<file path="config.mk">
export PLATFORM = sky130hd
export DESIGN_NAME = fadd_issue_queue
export DESIGN_NICKNAME = d
export VERILOG_FILES = /design/src/rtl/fadd_issue_queue.sv
export SDC_FILE = /design/constraint.sdc
export NUM_CORES = 1
export LEC_CHECK = 0
export CAP_MARGIN = 20
export CORE_MARGIN = 3
export CORE_UTILIZATION = 55
export DETAILED_ROUTE_END_ITERATION = 6
export PLACE_DENSITY = 0.76
export SYNTH_ARGS = -nofsm -noshare
export SYNTH_HDL_FRONTEND = slang
export SYNTH_SLANG_ARGS = --single-unit
</file>
<file path="constraint.sdc">
create_clock -name clk -period 2.9 [get_ports clk]
set_input_delay 0.29 -clock clk [delete_from_list [all_inputs] [get_ports clk]]
set_output_delay 0.29 -clock clk [all_outputs]
set_load 0.02 [all_outputs]
</file>
<file path="src/rtl/fadd_issue_queue.sv">
// Issue queue and result buffer wrapped around a free-running, non-stallable LAT-cycle half-precision adder.
// Optional sticky status accumulator enabled by defining FADD_STICKY_STATUS_EN.
module fadd_issue_queue #(
  parameter int LAT    = 5,
  parameter int QDEPTH = 4,
  parameter int RDEPTH = 8,
  parameter int TAG_W  = 4
) (
  input  logic             clk,
  input  logic             rst,
  input  logic             req_valid,
  output logic             req_ready,
  input  logic [15:0]      req_a,
  input  logic [15:0]      req_b,
  input  logic             req_op,
  input  logic [TAG_W-1:0] req_tag,
  output logic [15:0]      fa_a,
  output logic [15:0]      fa_b,
  output logic             fa_add_sub,
  input  logic [15:0]      fa_out,
  input  logic [2:0]       fa_status,
  output logic             rsp_valid,
  input  logic             rsp_ready,
  output logic [15:0]      rsp_data,
  output logic [2:0]       rsp_status,
  output logic [TAG_W-1:0] rsp_tag,
  output logic             busy
`ifdef FADD_STICKY_STATUS_EN
  ,
  input  logic             sticky_clr,
  output logic [2:0]       sticky_status
`endif
);
  localparam int QPW = $clog2(QDEPTH);
  localparam int QCW = $clog2(QDEPTH + 1);
  localparam int RPW = $clog2(RDEPTH);
  localparam int RCW = $clog2(RDEPTH + 1);
  localparam int ICW = $clog2(LAT + 1);
  localparam int SW  = $clog2(LAT + RDEPTH + 1);

  logic [15:0]      qa_mem [QDEPTH];
  logic [15:0]      qb_mem [QDEPTH];
  logic             qop_mem [QDEPTH];
  logic [TAG_W-1:0] qtag_mem [QDEPTH];
  logic [15:0]      rd_mem [RDEPTH];
  logic [2:0]       rs_mem [RDEPTH];
  logic [TAG_W-1:0] rt_mem [RDEPTH];

  logic [QPW-1:0]   q_wr_q, q_wr_d, q_rd_q, q_rd_d;
  logic [QCW-1:0]   q_cnt_q, q_cnt_d;
  logic [RPW-1:0]   r_wr_q, r_wr_d, r_rd_q, r_rd_d;
  logic [RCW-1:0]   r_cnt_q, r_cnt_d;
  logic [ICW-1:0]   inflight_q, inflight_d;
  logic [LAT-1:0]   tp_vld_q, tp_vld_d;
  logic [TAG_W-1:0] tp_tag_q [LAT];
  logic [TAG_W-1:0] tp_tag_d [LAT];

  logic          q_empty, q_full, r_empty;
  logic          push, issue, capture, pop;
  logic [SW-1:0] credit_used;

  // NOTE: every always_comb output gets a default before any branch, so no latch can be inferred.
  always_comb begin
    q_empty     = (q_cnt_q == '0);
    q_full      = (q_cnt_q == QCW'(QDEPTH));
    r_empty     = (r_cnt_q == '0);
    req_ready   = !rst && !q_full;
    push        = req_valid && req_ready;
    // Credits count in-flight ops as already occupying a result slot.
    credit_used = SW'(inflight_q) + SW'(r_cnt_q);
    issue       = !q_empty && (credit_used < SW'(RDEPTH));
    capture     = tp_vld_q[LAT-1];
    rsp_valid   = !rst && !r_empty;
    pop         = rsp_valid && rsp_ready;

    q_wr_d     = push ? q_wr_q + QPW'(1) : q_wr_q;
    q_rd_d     = issue ? q_rd_q + QPW'(1) : q_rd_q;
    q_cnt_d    = q_cnt_q + QCW'(push) - QCW'(issue);
    r_wr_d     = capture ? r_wr_q + RPW'(1) : r_wr_q;
    r_rd_d     = pop ? r_rd_q + RPW'(1) : r_rd_q;
    r_cnt_d    = r_cnt_q + RCW'(capture) - RCW'(pop);
    inflight_d = inflight_q + ICW'(issue) - ICW'(capture);

    tp_vld_d    = {tp_vld_q[LAT-2:0], issue};
    tp_tag_d[0] = issue ? qtag_mem[q_rd_q] : '0;
    for (int i = 1; i < LAT; i++) tp_tag_d[i] = tp_tag_q[i-1];
  end

  // NOTE: sequential state uses non-blocking assignments so every flop samples pre-edge values.
  always_ff @(posedge clk) begin
    if (rst) begin
      q_wr_q     <= '0;
      q_rd_q     <= '0;
      q_cnt_q    <= '0;
      r_wr_q     <= '0;
      r_rd_q     <= '0;
      r_cnt_q    <= '0;
      inflight_q <= '0;
      tp_vld_q   <= '0;
    end else begin
      q_wr_q     <= q_wr_d;
      q_rd_q     <= q_rd_d;
      q_cnt_q    <= q_cnt_d;
      r_wr_q     <= r_wr_d;
      r_rd_q     <= r_rd_d;
      r_cnt_q    <= r_cnt_d;
      inflight_q <= inflight_d;
      tp_vld_q   <= tp_vld_d;
    end
  end

  // NOTE: storage arrays are not reset; the counts and valid bits above gate every read of them.
  always_ff @(posedge clk) begin
    if (push) begin
      qa_mem[q_wr_q]   <= req_a;
      qb_mem[q_wr_q]   <= req_b;
      qop_mem[q_wr_q]  <= req_op;
      qtag_mem[q_wr_q] <= req_tag;
    end
    if (capture) begin
      rd_mem[r_wr_q] <= fa_out;
      rs_mem[r_wr_q] <= fa_status;
      rt_mem[r_wr_q] <= tp_tag_q[LAT-1];
    end
    tp_tag_q <= tp_tag_d;
  end

  always_ff @(posedge clk) begin
    if (!rst && capture) assert (r_cnt_q != RCW'(RDEPTH));
  end

  always_comb begin
    fa_a       = q_empty ? '0 : qa_mem[q_rd_q];
    fa_b       = q_empty ? '0 : qb_mem[q_rd_q];
    fa_add_sub = q_empty ? 1'b0 : qop_mem[q_rd_q];
    rsp_data   = rsp_valid ? rd_mem[r_rd_q] : '0;
    rsp_status = rsp_valid ? rs_mem[r_rd_q] : '0;
    rsp_tag    = rsp_valid ? rt_mem[r_rd_q] : '0;
    busy       = !q_empty || (inflight_q != '0) || !r_empty;
  end

`ifdef FADD_STICKY_STATUS_EN
  logic [2:0] sticky_q, sticky_d;

  // A clear and a pop in the same cycle keep the popped status.
  always_comb begin
    sticky_d = sticky_clr ? 3'b000 : sticky_q;
    if (pop) sticky_d = sticky_d | rsp_status;
  end

  always_ff @(posedge clk) begin
    if (rst) sticky_q <= '0;
    else     sticky_q <= sticky_d;
  end

  assign sticky_status = sticky_q;
`endif
endmodule

</file>
* Yosys cells after proc, flatten, opt, wreduce, memory -nomap -nowiden
Memories as Yosys holds them, arrays and structs flattened. A register that Yosys moved wholly into a read port is not among the register bits.
Index checks and enable logic that the tools add are counted.
** Cells by class
- Add/sub/neg operators :: 11
- Magnitude comparators :: 1
- Equal/unequal tests :: 1
- Multiplexer cells :: 22
- Reduce and logical (&&, ||, !) cells :: 15
** Operators by type and width (count)
- $mux W16 :: 3
- $mux W3 :: 7
- $mux W2 :: 6
- $add A3 B1 Y3 :: 2
- $add A3 B1 Y3 const B :: 2
- $sub A3 B1 Y3 :: 2
- $logic_and A1 B1 Y1 :: 5
- $logic_not A1 Y1 :: 5
- $mux W1 :: 5
- $add A2 B1 Y2 const B :: 2
- $add A3 B4 Y4 :: 1
- $add A4 B1 Y4 :: 1
- $logic_not A4 Y1 :: 1
- $lt A4 B4 Y1 const B :: 1
- $mux W4 :: 1
- $sub A4 B1 Y4 :: 1
- $eq A3 B3 Y1 const B :: 1
- $logic_not A3 Y1 :: 1
- $reduce_bool A3 Y1 :: 1
- $logic_or A1 B1 Y1 :: 2
** Word-level totals
- Register bits after elaboration :: 41
- Memory bits (writable) :: 332
- Input bits :: 60
- Output and inout port bits :: 59
- Word-level logic and storage cells :: 69
- Memories :: 7
** Memories
- rd_mem :: words 8, bits a word 16, rd ports 1, clocked after Yosys merged registers in 1, wr ports 1, line 45 : logic [15:0] rd_mem [RDEPTH];
- qa_mem :: words 4, bits a word 16, rd ports 1, clocked after Yosys merged registers in 1, wr ports 1, line 41 : logic [15:0] qa_mem [QDEPTH];
- qb_mem :: words 4, bits a word 16, rd ports 1, clocked after Yosys merged registers in 1, wr ports 1, line 42 : logic [15:0] qb_mem [QDEPTH];
- rt_mem :: words 8, bits a word 4, rd ports 1, clocked after Yosys merged registers in 1, wr ports 1, line 47 : logic [TAG_W-1:0] rt_mem [RDEPTH];
- rs_mem :: words 8, bits a word 3, rd ports 1, clocked after Yosys merged registers in 1, wr ports 1, line 46 : logic [2:0] rs_mem [RDEPTH];
- qtag_mem :: words 4, bits a word 4, rd ports 1, clocked after Yosys merged registers in 1, wr ports 1, line 44 : logic [TAG_W-1:0] qtag_mem [QDEPTH];
- 1 more memories

* Depth between registers and ports, before layout
- Depth after elaboration :: 6
- Mapped depth :: 11
- Gate-level depth less buffers :: 11

* Worst setup path before layout
OpenSTA, ideal clock, no wires.
- Path type :: reg-to-reg
- From :: register r_cnt_q[1]
- To :: register q_cnt_q[2]
- Setup time :: 0.128 ns
- Arrival :: 2.489 ns
- Data required time :: 2.772 ns
- Slack :: 0.284 ns
- Stages on the path, launching flop included :: 12
- Buffers on the path :: 0
- Path through :: dfxtp_1 -> ha_1 -> a31o_2 -> a21oi_4 -> mux2i_4 -> inv_4 -> ha_1 -> inv_1 -> ha_1 -> fa_1 -> xnor2_1 -> nor2_1
** Between the ends
- Cells in the longest elaborated chain, start to end :: 4
** RTL lines
- from (decl) :: line 52 : logic [RCW-1:0] r_cnt_q, r_cnt_d;
- from (signal assigned) :: line 106 : r_cnt_q <= r_cnt_d;
- $add A3 B4 Y4 :: line 70 : credit_used = SW'(inflight_q) + SW'(r_cnt_q);
- $lt A4 B4 Y1 :: line 71 : issue = !q_empty && (credit_used < SW'(RDEPTH));
- $logic_and A1 B1 Y1 :: line 71
- net issue :: line 59 : logic push, issue, capture, pop;
- $sub A3 B1 Y3 :: line 78 : q_cnt_d = q_cnt_q + QCW'(push) - QCW'(issue);
- to (signal assigned) :: line 103 : q_cnt_q <= q_cnt_d;
- to (decl) :: line 50 : logic [QCW-1:0] q_cnt_q, q_cnt_d;
The timed path passes the listed nets, and every way through them passes these cells.
A chain may end at the register's enable or synchronous reset.

==> summary.txt <==
Synth
  • Async set-reset flop share out of synthesis: 0%
  • Distinct cells, synth: 39
  • EDFF count, synth: 332
  • Area contributors post-synth: edfxtp_1 (69%), mux4_2 (13%), dfxtp_1 (6.9%)
  • Flops & latches, synth: 382
  • Register area share after synthesis: 75.69%
  • Top FF cell, synth: edfxtp_1
  • Syn_area_per_cell: 20.59 sq um
  • Cell count after synthesis: 704
  • Synthesis Warnings: 0
  • Cell Area, Synth: 0.01449 sq mm
  • Mapped Nets: 784
  • Post-synth top area share: 68.78%
  • Area leader, netlist: edfxtp_1

Final layout
  • Area Overhead vs Synth: 20.37%
  • Design area: 0.01745 sq mm
  • N_diodes: 0
  • Most frequent cells in the layout: edfxtp_1 (332), clkdlybuf4s50_1 (94), mux4_2 (83)
  • Final Net Count: 942
  • Share of post-route cells with drive strength above 1: 23.23%
  • Final core occ: 68.30%
  • Most common cell after layout, fill and taps aside: edfxtp_1

CTS
  • H-tree depth: 2
  • Maximum clock insertion buffer count: 3
  • Clk root buf: clkbuf_16
  • TritonCTS Sinks: 382
  • Clock Pin Slew Worst Setup and Hold Paths: 0.06 ns
  • Worst-Skew Late Latency: 0.52 ns
  • CTS buffer count: 38
  • CTS tree: built
  • Hold Buf Count CTS: 0

Detailed routing
  • Final WL: 26460 um
  • Vias: 6936
  • ANT nets after route: 0
  • Vias/cell: 5.681
  • First DRT Iteration DRCs: 586
  • Drt first pass iters: 5
  • DRC Markers: 0
  • WL/cell: 21.67 um

Worst setup path
  • CP endpoint kind: primary output
  • CP max-delay cell: clkdlybuf4s50_1
  • Max incr delay on CP: 0.56 ns
  • Top fanout value on the critical path: 10
  • Worst-path cell chain: buf_4, mux4_2, nor2b_1, clkdlybuf4s50_1
  • Arrival @ worst endpoint: 2.48 ns
  • Critical path startpoint category: flip-flop
  • Worst EP required: 2.61 ns
  • Kind of critical path: reg2out

STA
  • Worst slew margin: 62.64%
  • Tmin final: 2.769 ns
  • Setup Total Neg Slack: 0 ns
  • RSZ-0062 raised after global routing: no
  • Fin. max-slew vios: 0
  • WHS: 0.3138 ns
  • Final Cycle Share: 95.47%
  • Worst Tran Pin Value: 0.5604 ns
  • # setup viols final: 0
  • Clock skew: 0.01986 ns
  • Max Freq: 361.2 MHz
  • Final hold violation count: 0

Die
  • Boundary pin count: 119
  • Core area: 0.02554 sq mm
  • Die Height: 168.3 um
  • Initial cell density of the core: 56.74%
  • Die ar.: 0.02834 sq mm
  • Row count: 58
  • Die span in x: 168.3 um

Global route
  • Initial antenna violation count: 0
  • GR Util All Layers: 19.18%
  • First-pass GRT wire length: 42210 um
  • Vias in the first global route: 7603
  • Pin count of the biggest net entering global routing: 38
  • Total grt overflow: 0

Placed design
  • IO Port Bufs: 118
  • Placement-stage cell area: 0.01622 sq mm
  • HPWL after DPL: 15780 um
  • Routability Congestion: 0.7353

Power and ir drop
  • P per Cell Area: 840.7 mW/mm^2
  • Worst vdd ir: 0.7685 mV
  • Leakage: 5.791 nW

Run
  • Max Cap Violations: 0

Min path
  • Worst hold path type: reg2reg

Outcome
  • Outcome: finished, final reports clean
## cell families (layout without fill, tap and decap cells)
logic type	count (synthesis)	after routing	synth area share, %
muxes	113	113	15.13
AOI/OAI and AO/OA	8	8	0.4403
xor gates and xnor gates	10	10	0.6043
and+or+nand+nor	121	121	4.480
adders and majority gates	20	20	1.882
buffers and inverters	50	237	1.770
DFF	382	382	75.69
## where the power goes
part	switching (mW)	internal (mW)
Combinational	1.70	1.69
Clock	1.93	2.80
Sequential	0.216	6.33
Total	3.84	10.8
## sequential cells by signal, summed over array words and instances, names as in the netlist, named ones only
name	cells
rd_mem	128
qa_mem	64
qb_mem	64
rt_mem	32
rs_mem	24
qtag_mem	16
tp_tag_d	16
tp_vld_q	5
qop_mem	4
r_cnt_q	4
tp_tag_q	4
inflight_q	3
q_cnt_q	3
r_rd_q	3
r_wr_q	3
q_rd_q	2
q_wr_q	2
## worst max-delay path: cells and delay by family (launching register included)
family	cells	cell delay [ns]
DFF	1	0.46
and+or+nand+nor	1	0.16
muxes	1	0.52
buffers and inverters	2	0.83
## timing repair
action / CTS / global route
gates resized for setup: 26 / 5
hold endpoints to repair: 0 / 0
endpoints found under the setup margin: 44 / 16
cloned: 0 / 0
buffers inserted: 0 / 0
## metrics by stage
stage / power (mW) / instances / worst slack, ns
after global placement: 10.00 / 1152 / 0.2022
after floorplan: 8.817 / 704 / 0.2836
after global routing: 15.34 / 1221 / 0.002040
final: 14.67 / 1221 / 0.1315
after CTS: 14.85 / 1221 / 0.02715
after detailed placement: 10.12 / 1152 / 0.1276
## worst paths after layout
path | start | end | slack, ns | depth (start not counted)
worst min-delay path | tp_tag_d[8] | tp_tag_d[4] | 0.31 | 0
worst min register to register | tp_tag_d[8] | tp_tag_d[4] | 0.31 | 0
worst max-delay path | flip-flop | fa_b[8] | 0.13 | 4
worst max register to register | r_cnt_q[1] | q_cnt_q[2] | 0.16 | 11
## cell type report
| class | instances | area (sq um) |
|---|---|---|
| flip-flops and latches | 382 | 10980 |
| well taps | 330 | 412.9 |
| clock inverters | 12 | 105.1 |
| inverters | 18 | 70.07 |
| repair buffers | 150 | 1441 |
| multi-input cells | 272 | 3311 |
| fillers | 1616 | 8098 |
| clock buffers | 57 | 1129 |
## Yosys cell counts, types with 2 or more instances
master    number
buf_2          9
xnor2_1        8
inv_1         17
nor2b_1       41
nand2b_1       6
and2_1         4
and2_2         4
mux2i_1       26
nor3_1         3
dfxtp_1       50
a21oi_1        2
ha_1          17
xor2_1         2
mux4_2        83
buf_4          4
nor2_1        46
and2b_2        3
clkbuf_2       2
fa_1           3
nand2_1        7
edfxtp_1     332
buf_6          5
nor3b_1        2
clkbuf_1      12
mux2_4         2
## per-layer routing
layer	share of wire, %	global-route usage, %	up-vias
li1	-	-	3078
met1	40	25.01	3589
met2	52	32.43	227
met3	6.4	4.438	42
met4	2.2	6.226	0
met5	0	0	-
Power figures use the tool's default switching activity.
